===== src/rtl/dcache_pkg.sv =====
// Shared types and geometry for the dcache miss controller.
// Geometry: 64 lines, direct-mapped, 256-bit lines, 32-bit words.
package dcache_pkg;
    localparam int ADDR_W    = 32;
    localparam int LINE_W    = 256;
    localparam int INDEX_W   = 6;
    localparam int OFFSET_W  = 5;
    localparam int TAG_W     = ADDR_W - INDEX_W - OFFSET_W;
    localparam int TAG_LSB   = OFFSET_W + INDEX_W;
    localparam int INDEX_LSB = OFFSET_W;
    localparam int WSEL_LSB  = 2;
    localparam int WSEL_W    = OFFSET_W - WSEL_LSB;

    localparam logic [ADDR_W-1:0] LINE_MASK = ~ADDR_W'((1 << OFFSET_W) - 1);

    typedef enum logic [2:0] {
        INIT, IDLE, COMPARE, WRITE, WRITEBACK, ALLOCATE, FILL, DONE
    } state_t;

    typedef struct packed {
        logic              we;
        logic [ADDR_W-1:0] addr;
        logic [31:0]       wdata;
        logic [3:0]        be;
    } cpu_req_t;

    function automatic logic [31:0] sat_inc(input logic [31:0] v);
        return (v == 32'hFFFF_FFFF) ? v : v + 32'd1;
    endfunction
endpackage


===== src/rtl/dcache_stats.sv =====
// Saturating hit / miss / writeback event counters for dcache_ctrl.
// Only instantiated when DCACHE_STATS_EN is defined.
module dcache_stats
    import dcache_pkg::*;
(
    input  logic        clk,
    input  logic        rst_n,
    input  logic        hit_inc,
    input  logic        miss_inc,
    input  logic        wb_inc,
    output logic [31:0] hits,
    output logic [31:0] misses,
    output logic [31:0] wbs
);
    always_ff @(posedge clk or negedge rst_n) begin
        if (!rst_n) begin
            hits   <= '0;
            misses <= '0;
            wbs    <= '0;
        end else begin
            if (hit_inc)  hits   <= sat_inc(hits);
            if (miss_inc) misses <= sat_inc(misses);
            if (wb_inc)   wbs    <= sat_inc(wbs);
        end
    end
endmodule


===== src/rtl/dcache_ctrl.sv =====
// Miss-handling FSM in front of the direct-mapped dcache data/tag array.
// Define DCACHE_STATS_EN to add saturating hit/miss/writeback counters.
module dcache_ctrl
    import dcache_pkg::*;
(
    input  logic              clk,
    input  logic              rst_n,
    input  logic              cpu_req,
    input  logic              cpu_we,
    input  logic [ADDR_W-1:0] cpu_addr,
    input  logic [31:0]       cpu_wdata,
    input  logic [3:0]        cpu_be,
    output logic              cpu_ready,
    output logic [31:0]       cpu_rdata,
    output logic              c_enable,
    output logic              c_rst,
    output logic              c_compare,
    output logic              c_read,
    output logic [ADDR_W-1:0] c_address,
    output logic [31:0]       c_data_in,
    output logic [3:0]        c_byte_w_en,
    output logic [LINE_W-1:0] c_data_line_in,
    input  logic              c_hit,
    input  logic              c_valid,
    input  logic              c_dirty,
    input  logic [31:0]       c_data_out,
    input  logic [LINE_W-1:0] c_data_line_out,
    input  logic [ADDR_W-1:0] c_address_out,
    output logic              mem_req,
    output logic              mem_we,
    output logic [ADDR_W-1:0] mem_addr,
    output logic [LINE_W-1:0] mem_wdata,
    input  logic              mem_ack,
    input  logic [LINE_W-1:0] mem_rdata
`ifdef DCACHE_STATS_EN
    ,
    output logic [31:0]       stat_hits,
    output logic [31:0]       stat_misses,
    output logic [31:0]       stat_wbs
`endif
);
    state_t            state;
    cpu_req_t          req;
    logic [LINE_W-1:0] victim_line;
    logic [LINE_W-1:0] refill_line;
    logic              real_hit;

    // c_hit is only a tag match; an invalid line with a stale tag must miss.
    assign real_hit       = c_hit & c_valid;
    assign c_address      = req.addr;
    assign c_data_in      = req.wdata;
    assign c_data_line_in = refill_line;
    assign mem_wdata      = victim_line;

    // All strobes are registered: each branch sets what the next state drives.
    always_ff @(posedge clk or negedge rst_n) begin
        if (!rst_n) begin
            state       <= INIT;
            req         <= '0;
            victim_line <= '0;
            refill_line <= '0;
            cpu_ready   <= 1'b0;
            cpu_rdata   <= '0;
            c_enable    <= 1'b0;
            c_rst       <= 1'b0;
            c_compare   <= 1'b0;
            c_read      <= 1'b0;
            c_byte_w_en <= '0;
            mem_req     <= 1'b0;
            mem_we      <= 1'b0;
            mem_addr    <= '0;
        end else begin
            cpu_ready   <= 1'b0;
            c_enable    <= 1'b0;
            c_rst       <= 1'b0;
            c_compare   <= 1'b0;
            c_read      <= 1'b0;
            c_byte_w_en <= '0;
            case (state)
                INIT: begin
                    // First cycle raises the invalidate strobe, second leaves.
                    if (!c_rst) begin
                        c_enable <= 1'b1;
                        c_rst    <= 1'b1;
                    end else begin
                        state <= IDLE;
                    end
                end
                IDLE: begin
                    if (cpu_req) begin
                        req       <= '{we: cpu_we, addr: cpu_addr, wdata: cpu_wdata, be: cpu_be};
                        state     <= COMPARE;
                        c_enable  <= 1'b1;
                        c_compare <= 1'b1;
                        c_read    <= 1'b1;
                    end
                end
                COMPARE: begin
                    if (real_hit) begin
                        if (req.we) begin
                            state       <= WRITE;
                            c_enable    <= 1'b1;
                            c_compare   <= 1'b1;
                            c_byte_w_en <= req.be;
                        end else begin
                            cpu_rdata <= c_data_out;
                            cpu_ready <= 1'b1;
                            state     <= DONE;
                        end
                    end else begin
                        victim_line <= c_data_line_out;
                        mem_req     <= 1'b1;
                        if (c_valid && c_dirty) begin
                            state    <= WRITEBACK;
                            mem_we   <= 1'b1;
                            mem_addr <= c_address_out & LINE_MASK;
                        end else begin
                            state    <= ALLOCATE;
                            mem_we   <= 1'b0;
                            mem_addr <= req.addr & LINE_MASK;
                        end
                    end
                end
                WRITE: begin
                    cpu_ready <= 1'b1;
                    state     <= DONE;
                end
                WRITEBACK: begin
                    // mem_req stays high straight into the refill read.
                    if (mem_ack) begin
                        state    <= ALLOCATE;
                        mem_we   <= 1'b0;
                        mem_addr <= req.addr & LINE_MASK;
                    end
                end
                ALLOCATE: begin
                    if (mem_ack) begin
                        refill_line <= mem_rdata;
                        mem_req     <= 1'b0;
                        mem_addr    <= '0;
                        state       <= FILL;
                        c_enable    <= 1'b1;
                    end
                end
                FILL: begin
                    state     <= COMPARE;
                    c_enable  <= 1'b1;
                    c_compare <= 1'b1;
                    c_read    <= 1'b1;
                end
                DONE: state <= IDLE;
                default: state <= INIT;
            endcase
        end
    end

`ifdef DCACHE_STATS_EN
    logic retry;
    logic first_cmp;

    // Compares reached from FILL are retries and are not counted.
    always_ff @(posedge clk or negedge rst_n) begin
        if (!rst_n)               retry <= 1'b0;
        else if (state == IDLE)   retry <= 1'b0;
        else if (state == FILL)   retry <= 1'b1;
    end

    assign first_cmp = (state == COMPARE) && !retry;

    dcache_stats u_stats (
        .clk      (clk),
        .rst_n    (rst_n),
        .hit_inc  (first_cmp & real_hit),
        .miss_inc (first_cmp & ~real_hit),
        .wb_inc   ((state == WRITEBACK) & mem_ack),
        .hits     (stat_hits),
        .misses   (stat_misses),
        .wbs      (stat_wbs)
    );
`endif
endmodule


===== config.mk =====
export PLATFORM = sky130hd
export DESIGN_NAME = dcache_ctrl
export DESIGN_NICKNAME = d
export VERILOG_FILES = /design/src/rtl/dcache_pkg.sv /design/src/rtl/dcache_stats.sv /design/src/rtl/dcache_ctrl.sv
export SDC_FILE = /design/constraint.sdc
export NUM_CORES = 1
export LEC_CHECK = 0
export ABC_AREA = 1
export BUFFER_PORTS_ARGS = -buffer_cell sky130_fd_sc_hd__buf_2
export CAP_MARGIN = 20
export CORE_AREA = 4 4 508 510
export DETAILED_ROUTE_END_ITERATION = 8
export DIE_AREA = 0 0 512 514
export GPL_TIMING_DRIVEN = 0
export SETUP_SLACK_MARGIN = 0.5
export SLEW_MARGIN = 30
export SYNTH_ARGS = -nofsm -noshare
export SYNTH_HDL_FRONTEND = slang
export SYNTH_SLANG_ARGS = --single-unit

===== constraint.sdc =====
create_clock -name clk -period 1.8 [get_ports clk]
set_input_delay 0.18 -clock clk [delete_from_list [all_inputs] [get_ports clk]]
set_output_delay 0.18 -clock clk [all_outputs]
set_load 0.01 [all_outputs]

==> results of run 1 <==
per-layer routing:
layer  part of all wire [%]  vias up  track usage [%]  routed length, um
met5                   0.35        -                0                815
met3                     12      692             7.22              28400
met1                     35    16100             17.8              83100
met2                     45     2233             26.2             106000
met4                    6.8      126             7.35              16000
li1                       -    14400                -                  -
worst max-delay path: stages, from the launching register on:
cell     delay (ns)
dfrtp_1        0.34
buf_6          0.14
nand2_8        0.06
buf_12         0.12
nor2_4         0.14
buf_6          0.12
buf_12         0.15
buf_16         0.15
buf_12         0.12
buf_16         0.15
nand2_2        0.06
nand2_1        0.07
metrics by stage:
step / area (um2) / setup slack, ns / hold slack, ns
global route: 59200 / -0.00872 / -0.665
CTS: 49300 / 0.111 / -0.697
finish: 59300 / 0.0560 / -0.632
detailed placement: 37500 / -0.988 / 0.130
floorplan: 26600 / 0.467 / -0.116
global placement: 37300 / -15.04 / 0.378
registers in the layout, summed over array words and instances, names as in the netlist, 3 cells and up:
register	count
mem_wdata	256
cpu_rdata	32
req	5
c_byte_w_en	4
c_address	32
state	3
c_data_line_in	256
mem_addr	27
c_data_in	32
kinds of logic after synthesis:
kind of cell           synth area share (%)
flip-flops                             61.9
other                                0.0142
buffers and inverters                  6.48
AO/OA/AOI/OAI                          6.24
AND/OR/NAND/NOR                        25.4
worst max path at each step:
stage	startpoint	to	slack [ns]	cells past startpoint
2_1_floorplan	state[1]$_DFFE_PN0P_	mem_addr[11]$_DFFE_PN0P_	0.47	8
3_3_place_gp	rst_n	c_data_line_in[156]$_DFFE_PN0P_	-15.04	1
3_5_place_dp	state[0]$_DFFE_PN0P_	c_data_line_in[25]$_DFFE_PN0P_	-0.99	8
4_1_cts	c_address[31]$_DFFE_PN0P_	c_address[31]	0.11	2
5_1_grt	state[2]$_DFFE_PN0P_	mem_wdata[252]$_DFFE_PN0P_	-0.009	9
6_report	state[0]$_DFFE_PN0P_	c_data_line_in[196]$_DFFE_PN0P_	0.06	11
repair_timing:
action | 4_1_cts | 5_1_grt
endpoints found under the setup margin | 1299 | 1300
gates resized for setup | 445 | 2258
gates cloned | 24 | 53
hold endpoints to repair | 959 | 269
setup buffers | 60 | 266
pin swaps | 10 | 78
layout make-up:
| class | count | area (um2) |
|---|---|---|
| clock inverter | 27 | 363 |
| timing repair buffer | 2343 | 21000 |
| clock buffer | 117 | 2350 |
| fill | 26700 | 194000 |
| buffer | 255 | 3310 |
| antenna | 68 | 170 |
| sequential | 654 | 16400 |
| inverter | 79 | 328 |
| tap | 3366 | 4210 |
| multi-input combinational | 2080 | 11100 |
cells in the final DEF, fill, tap and decap left out, drive strengths merged:
| cell | synthesis | layout |
|---|---|---|
| a21oi | 5 | 5 |
| buf | 175 | 1847 |
| bufinv | 0 | 3 |
| clkbuf | 80 | 227 |
| clkinv | 0 | 14 |
| clkinvlp | 0 | 3 |
| conb | 1 | 5 |
| dfrtp | 654 | 654 |
| diode | 0 | 68 |
| dlygate4sd3 | 0 | 641 |
| inv | 79 | 86 |
| nand2 | 1621 | 1621 |
| nand3 | 99 | 99 |
| nand3b | 1 | 1 |
| nand4 | 2 | 2 |
| nor2 | 22 | 22 |
| o21ai | 325 | 325 |
power by group through the flow:
stage	Clock, mW	Combinational [mW]	Sequential [mW]
after floorplan	0	11.0	27.2
after global placement	0	32.0	24.9
after detailed placement	0	32.2	25.0
after CTS	17.9	38.2	24.7
after global routing	18.4	56.6	26.9
final	17.3	53.7	26.4
==> impl_metrics.yaml, run 1 <==
placed_design:
  gp_congestion: 0.982
  dp_hpwl_mm: 180
  port_buffers: 1292
  placed_cells: 7733
synth:
  synth.area.top_cells: "dfrtp_1 (62%), nand2_1 (23%), o21ai_0 (6.1%)"
  ys_seq_elements: 654
  yosysTopAreaCell: "dfrtp_1"
  syn_area_um2: 26500
  seq_area_frac_synth_pct: 61.9
  postSynthCellCount: 3064
  yosysMostFrequentCell: "nand2_1"
  synth-edff-count: 0
  synth_common_cells: "nand2_1 (1617), dfrtp_1 (654), o21ai_0 (320)"
  yosys.area.top_type_share_pct: 61.9
  ys_async_sr_fraction_pct: 100
  ys.flop_type: "dfrtp_1"
  syn_area_per_cell_um2: 8.63
  yosys_warnings: 0
  ys_types: 20
final_layout:
  final_core_util_pct: 23.4
  final-instance-count-excl-fill: 8989
  area_growth_syn_to_layout_pct: 124
  drive_gt1_share_pct: 48.9
  nets: 6147
power:
  p_per_area_nw_per_um2: 1640
  power_leakage_nw: 30.2
  p_sw_mw: 40.7
  clockPowerShare_pct: 17.8
  power_mw: 97.4
  p_int_mw: 56.7
  irDropWorstVdd_v: 0.000858
  power_switching_share_pct: 41.8
  p_comb_share_pct: 55.1
  seq_power_share_pct: 27.1
route:
  ant_nets: 0
  vias: 33600
  wl_mm: 235
  wire_per_inst_um: 26.1
  drt-vias-per-instance: 3.74
  remaining_drc_errors: 0
  firstDrtPassIters: 8
  drt_iter0_markers: 2771
floorplan:
  die_h_um: 514
  die_w_um: 512
  io_pins: 1303
  coreArea_um2: 253000
  row_count: 185
  die-area_um2: 263000
  initial_core_util_pct: 10.4
sta:
  finalHoldViolCount: 294
  slew_violations: 0
  holdWs_ns: -0.632
  finalCritPeriodShare_pct: 96.9
  max_freq_ghz: 0.573
  max_slew_margin_pct: 54.4
  fin_tns_setup_ns: 0
  layout_min_cycle_time_ns: 1.74
  setup_viol: 0
  tightest_slew_ns: 0.683
  finalClockSkew_ns: 0.0349
  rsz0062_at_grt: "yes"
setup_path:
  path_max_fanout: 6
  worstRegToRegCells: 11
  regToRegEndpoint: "c_data_line_in[196]$_DFFE_PN0P_"
  cp-start-kind: "flop"
  endpoint_kind: "flop"
  critical_path_class: "reg -> reg"
  arrival_ns: 2.38
  cp.required_ns: 2.44
  rrSetupSlack_ns: 0.06
  r2r_start: "state[0]$_DFFE_PN0P_"
clocking:
  clkLatencyLatePin_ns: 0.71
  cts-root-buf: "clkbuf_16"
  clock-sinks: 654
  postCtsHoldBufs: 641
  clk_pin_slew_ns: 0.06
  cts_tree: "built"
  cts_buffer_depth: 3
  htreeDepth: 3
  cts_inserted_buffers: 82
global_route:
  grt_pass1_wl_mm: 285
  grt_max_degree: 114
  grt.total_usage_pct: 16.0
  first_global_vias: 30900
  antenna_found_initial: 182
  grt_overflow: 0
outcome:
  status: "complete, but fails checks"
  violations: "negative hold slack"
job:
  drv_cap: 0
hold_path:
  hp-class: "in -> async"
No activity file was read; power rests on OpenSTA's default activity.
==> inputs of run 2 (changes only) <==
--- a/config.mk
+++ b/config.mk
@@ -6,12 +6,12 @@
 export NUM_CORES = 1
 export LEC_CHECK = 0
 export ABC_AREA = 1
+export ABC_CLOCK_PERIOD_IN_PS = 1800
 export BUFFER_PORTS_ARGS = -buffer_cell sky130_fd_sc_hd__buf_2
 export CAP_MARGIN = 20
 export CORE_AREA = 4 4 508 510
 export DETAILED_ROUTE_END_ITERATION = 8
 export DIE_AREA = 0 0 512 514
-export GPL_TIMING_DRIVEN = 0
 export SETUP_SLACK_MARGIN = 0.5
 export SLEW_MARGIN = 30
 export SYNTH_ARGS = -nofsm -noshare
==> impl_metrics.yaml, run 2 (synthesis gave the netlist of run 1 again) <==
outcome:
  status: "completed"
sta:
  holdWs_ns: 0.175
  fin_tns_setup_ns: 0
  tightest_slew_ns: 0.664
  max_freq_ghz: 0.586
  finalHoldViolCount: 0
  finalClockSkew_ns: 0.0498
  finalCritPeriodShare_pct: 94.9
  layout_min_cycle_time_ns: 1.71
  max_slew_margin_pct: 55.7
  setup_viol: 0
  slew_violations: 0
  rsz0062_at_grt: "yes"
setup_path:
  cp-start-kind: "flop"
  arrival_ns: 2.28
  path_max_fanout: 7
  worstRegToRegCells: 9
  endpoint_kind: "flop"
  path_common_cell: "buf_12"
  regToRegEndpoint: "c_enable$_DFF_PN0_"
  cp.required_ns: 2.37
  cpPeakStageDelay_ns: 0.45
  critical_path_class: "reg -> reg"
  path_cells: "buf_6 -> nand2_8 -> nor2_4 -> buf_6 -> buf_12 -> buf_12 -> buf_12 -> nor2_4 -> nand4_1"
  cpMaxStageDelayCell: "dfrtp_2"
  rrSetupSlack_ns: 0.09
  r2r_start: "state[2]$_DFFE_PN0P_"
clocking:
  htreeDepth: 3
  cts_tree: "built"
  cts-root-buf: "clkbuf_16"
  clk_pin_slew_ns: 0.07
  clock-sinks: 654
  clkLatencyLatePin_ns: 0.74
  cts_inserted_buffers: 82
  cts_buffer_depth: 3
final_layout:
  drive_gt1_share_pct: 44.4
  final_common_cell: "nand2_1"
  area_growth_syn_to_layout_pct: 116
  n_fill_cell: 26800
  nets: 5972
  mostFrequentLayoutCells: "nand2_1 (1248), buf_2 (821), dlygate4sd3_1 (650)"
  final_core_util_pct: 22.6
floorplan:
  coreArea_um2: 253000
  die_w_um: 512
  io_pins: 1303
  row_count: 185
  die-area_um2: 263000
  initial_core_util_pct: 10.4
  die_h_um: 514
placed_design:
  dp_hpwl_mm: 164
  gp_congestion: 0.894
  port_buffers: 1292
hold_path:
  min_to: "mem_wdata[78]$_DFFE_PN0P_"
  worstHoldStart: "c_data_line_out[78]"
  whs_path_depth: 4
  hp-class: "in -> reg"
power:
  p_per_area_nw_per_um2: 1660
  irDropWorstVdd_v: 0.000819
  power_leakage_nw: 29.4
  power_mw: 94.9
job:
  drv_cap: 0
route:
  ant_nets: 0
  firstDrtPassIters: 6
  vias: 32800
  wire_per_inst_um: 26.3
  remaining_drc_errors: 0
  drt_iter0_markers: 2858
  wl_mm: 232
  drt-vias-per-instance: 3.72
global_route:
  first_global_vias: 29900
  grt_overflow: 0
  antenna_found_initial: 176
  grt_pass1_wl_mm: 269
  grt.total_usage_pct: 15.1
  grt_max_degree: 115
[run 2: layout make-up]
| cell class | instances | area (um2) | share of cell area, % |
|---|---|---|---|
| Antenna cell | 78 | 195 | 0.341 |
| Clock buffer | 105 | 2280 | 3.98 |
| Inverter | 79 | 323 | 0.564 |
| Sequential cell | 654 | 16400 | 28.6 |
| Timing Repair Buffer | 2417 | 22500 | 39.4 |
| Multi-Input combinational cell | 2086 | 10700 | 18.7 |
| Tap cell | 3366 | 4210 | 7.36 |
| Clock inverter | 45 | 588 | 1.03 |
[run 2: how the worst max path moves through the flow]
stage,startpoint,to,slack (ns),cells after the start
after floorplan,state[1]$_DFFE_PN0P_,mem_addr[11]$_DFFE_PN0P_,0.47,8
after global placement,state[1]$_DFFE_PN0P_,mem_addr[16]$_DFFE_PN0P_,0.04,7
after detailed placement,state[1]$_DFFE_PN0P_,mem_wdata[71]$_DFFE_PN0P_,0.01,9
after CTS,cpu_rdata[9]$_DFFE_PN0P_,cpu_rdata[9],0.17,1
after global routing,state[2]$_DFFE_PN0P_,c_address[23]$_DFFE_PN0P_,0.04,8
final,state[2]$_DFFE_PN0P_,c_enable$_DFF_PN0_,0.09,9
[run 2: critical path: cells and delay by family, from the launching register on]
family | cells | cell delay, ns
buffers and inverters | 5 | 0.70
AND/OR/NAND/NOR | 4 | 0.40
flip-flops | 1 | 0.45
[run 2: power by group]
| part | internal, mW | leakage, nW | switching, mW |
|---|---|---|---|
| registers | 21.3 | 8.25 | 4.89 |
| logic | 22.9 | 19.7 | 27.9 |
| clock network | 10.1 | 1.39 | 7.80 |
| total | 54.3 | 29.4 | 40.6 |
[run 2: what timing repair did]
action / 4_1_cts / 5_1_grt
endpoints found under the setup margin: 1298 / 1299
buffers inserted: 47 / 206
hold buffers: 651 / 0
pin swaps: 7 / 67
gates resized for setup: 215 / 1649
endpoints found under the hold margin: 1213 / 0
cloned: 34 / 76
[run 2: metrics by stage]
stage / cells / cell area [um2] / worst slack [ns]
after global routing: 8801 / 57100 / 0.0436
after floorplan: 3068 / 26600 / 0.467
after CTS: 8470 / 48700 / 0.174
after detailed placement: 7588 / 37200 / 0.0103
after global placement: 7588 / 37200 / 0.0374
final: 8830 / 57200 / 0.0923
[run 2: metal layers]
metal / vias to the layer above / share of wire, % / track usage (%)
met1: 15500 / 34 / 16.2
met3: 766 / 13 / 7.98
met2: 2281 / 45 / 23.7
met5: - / 0.37 / 0
li1: 14100 / - / -
met4: 130 / 7.3 / 8.32
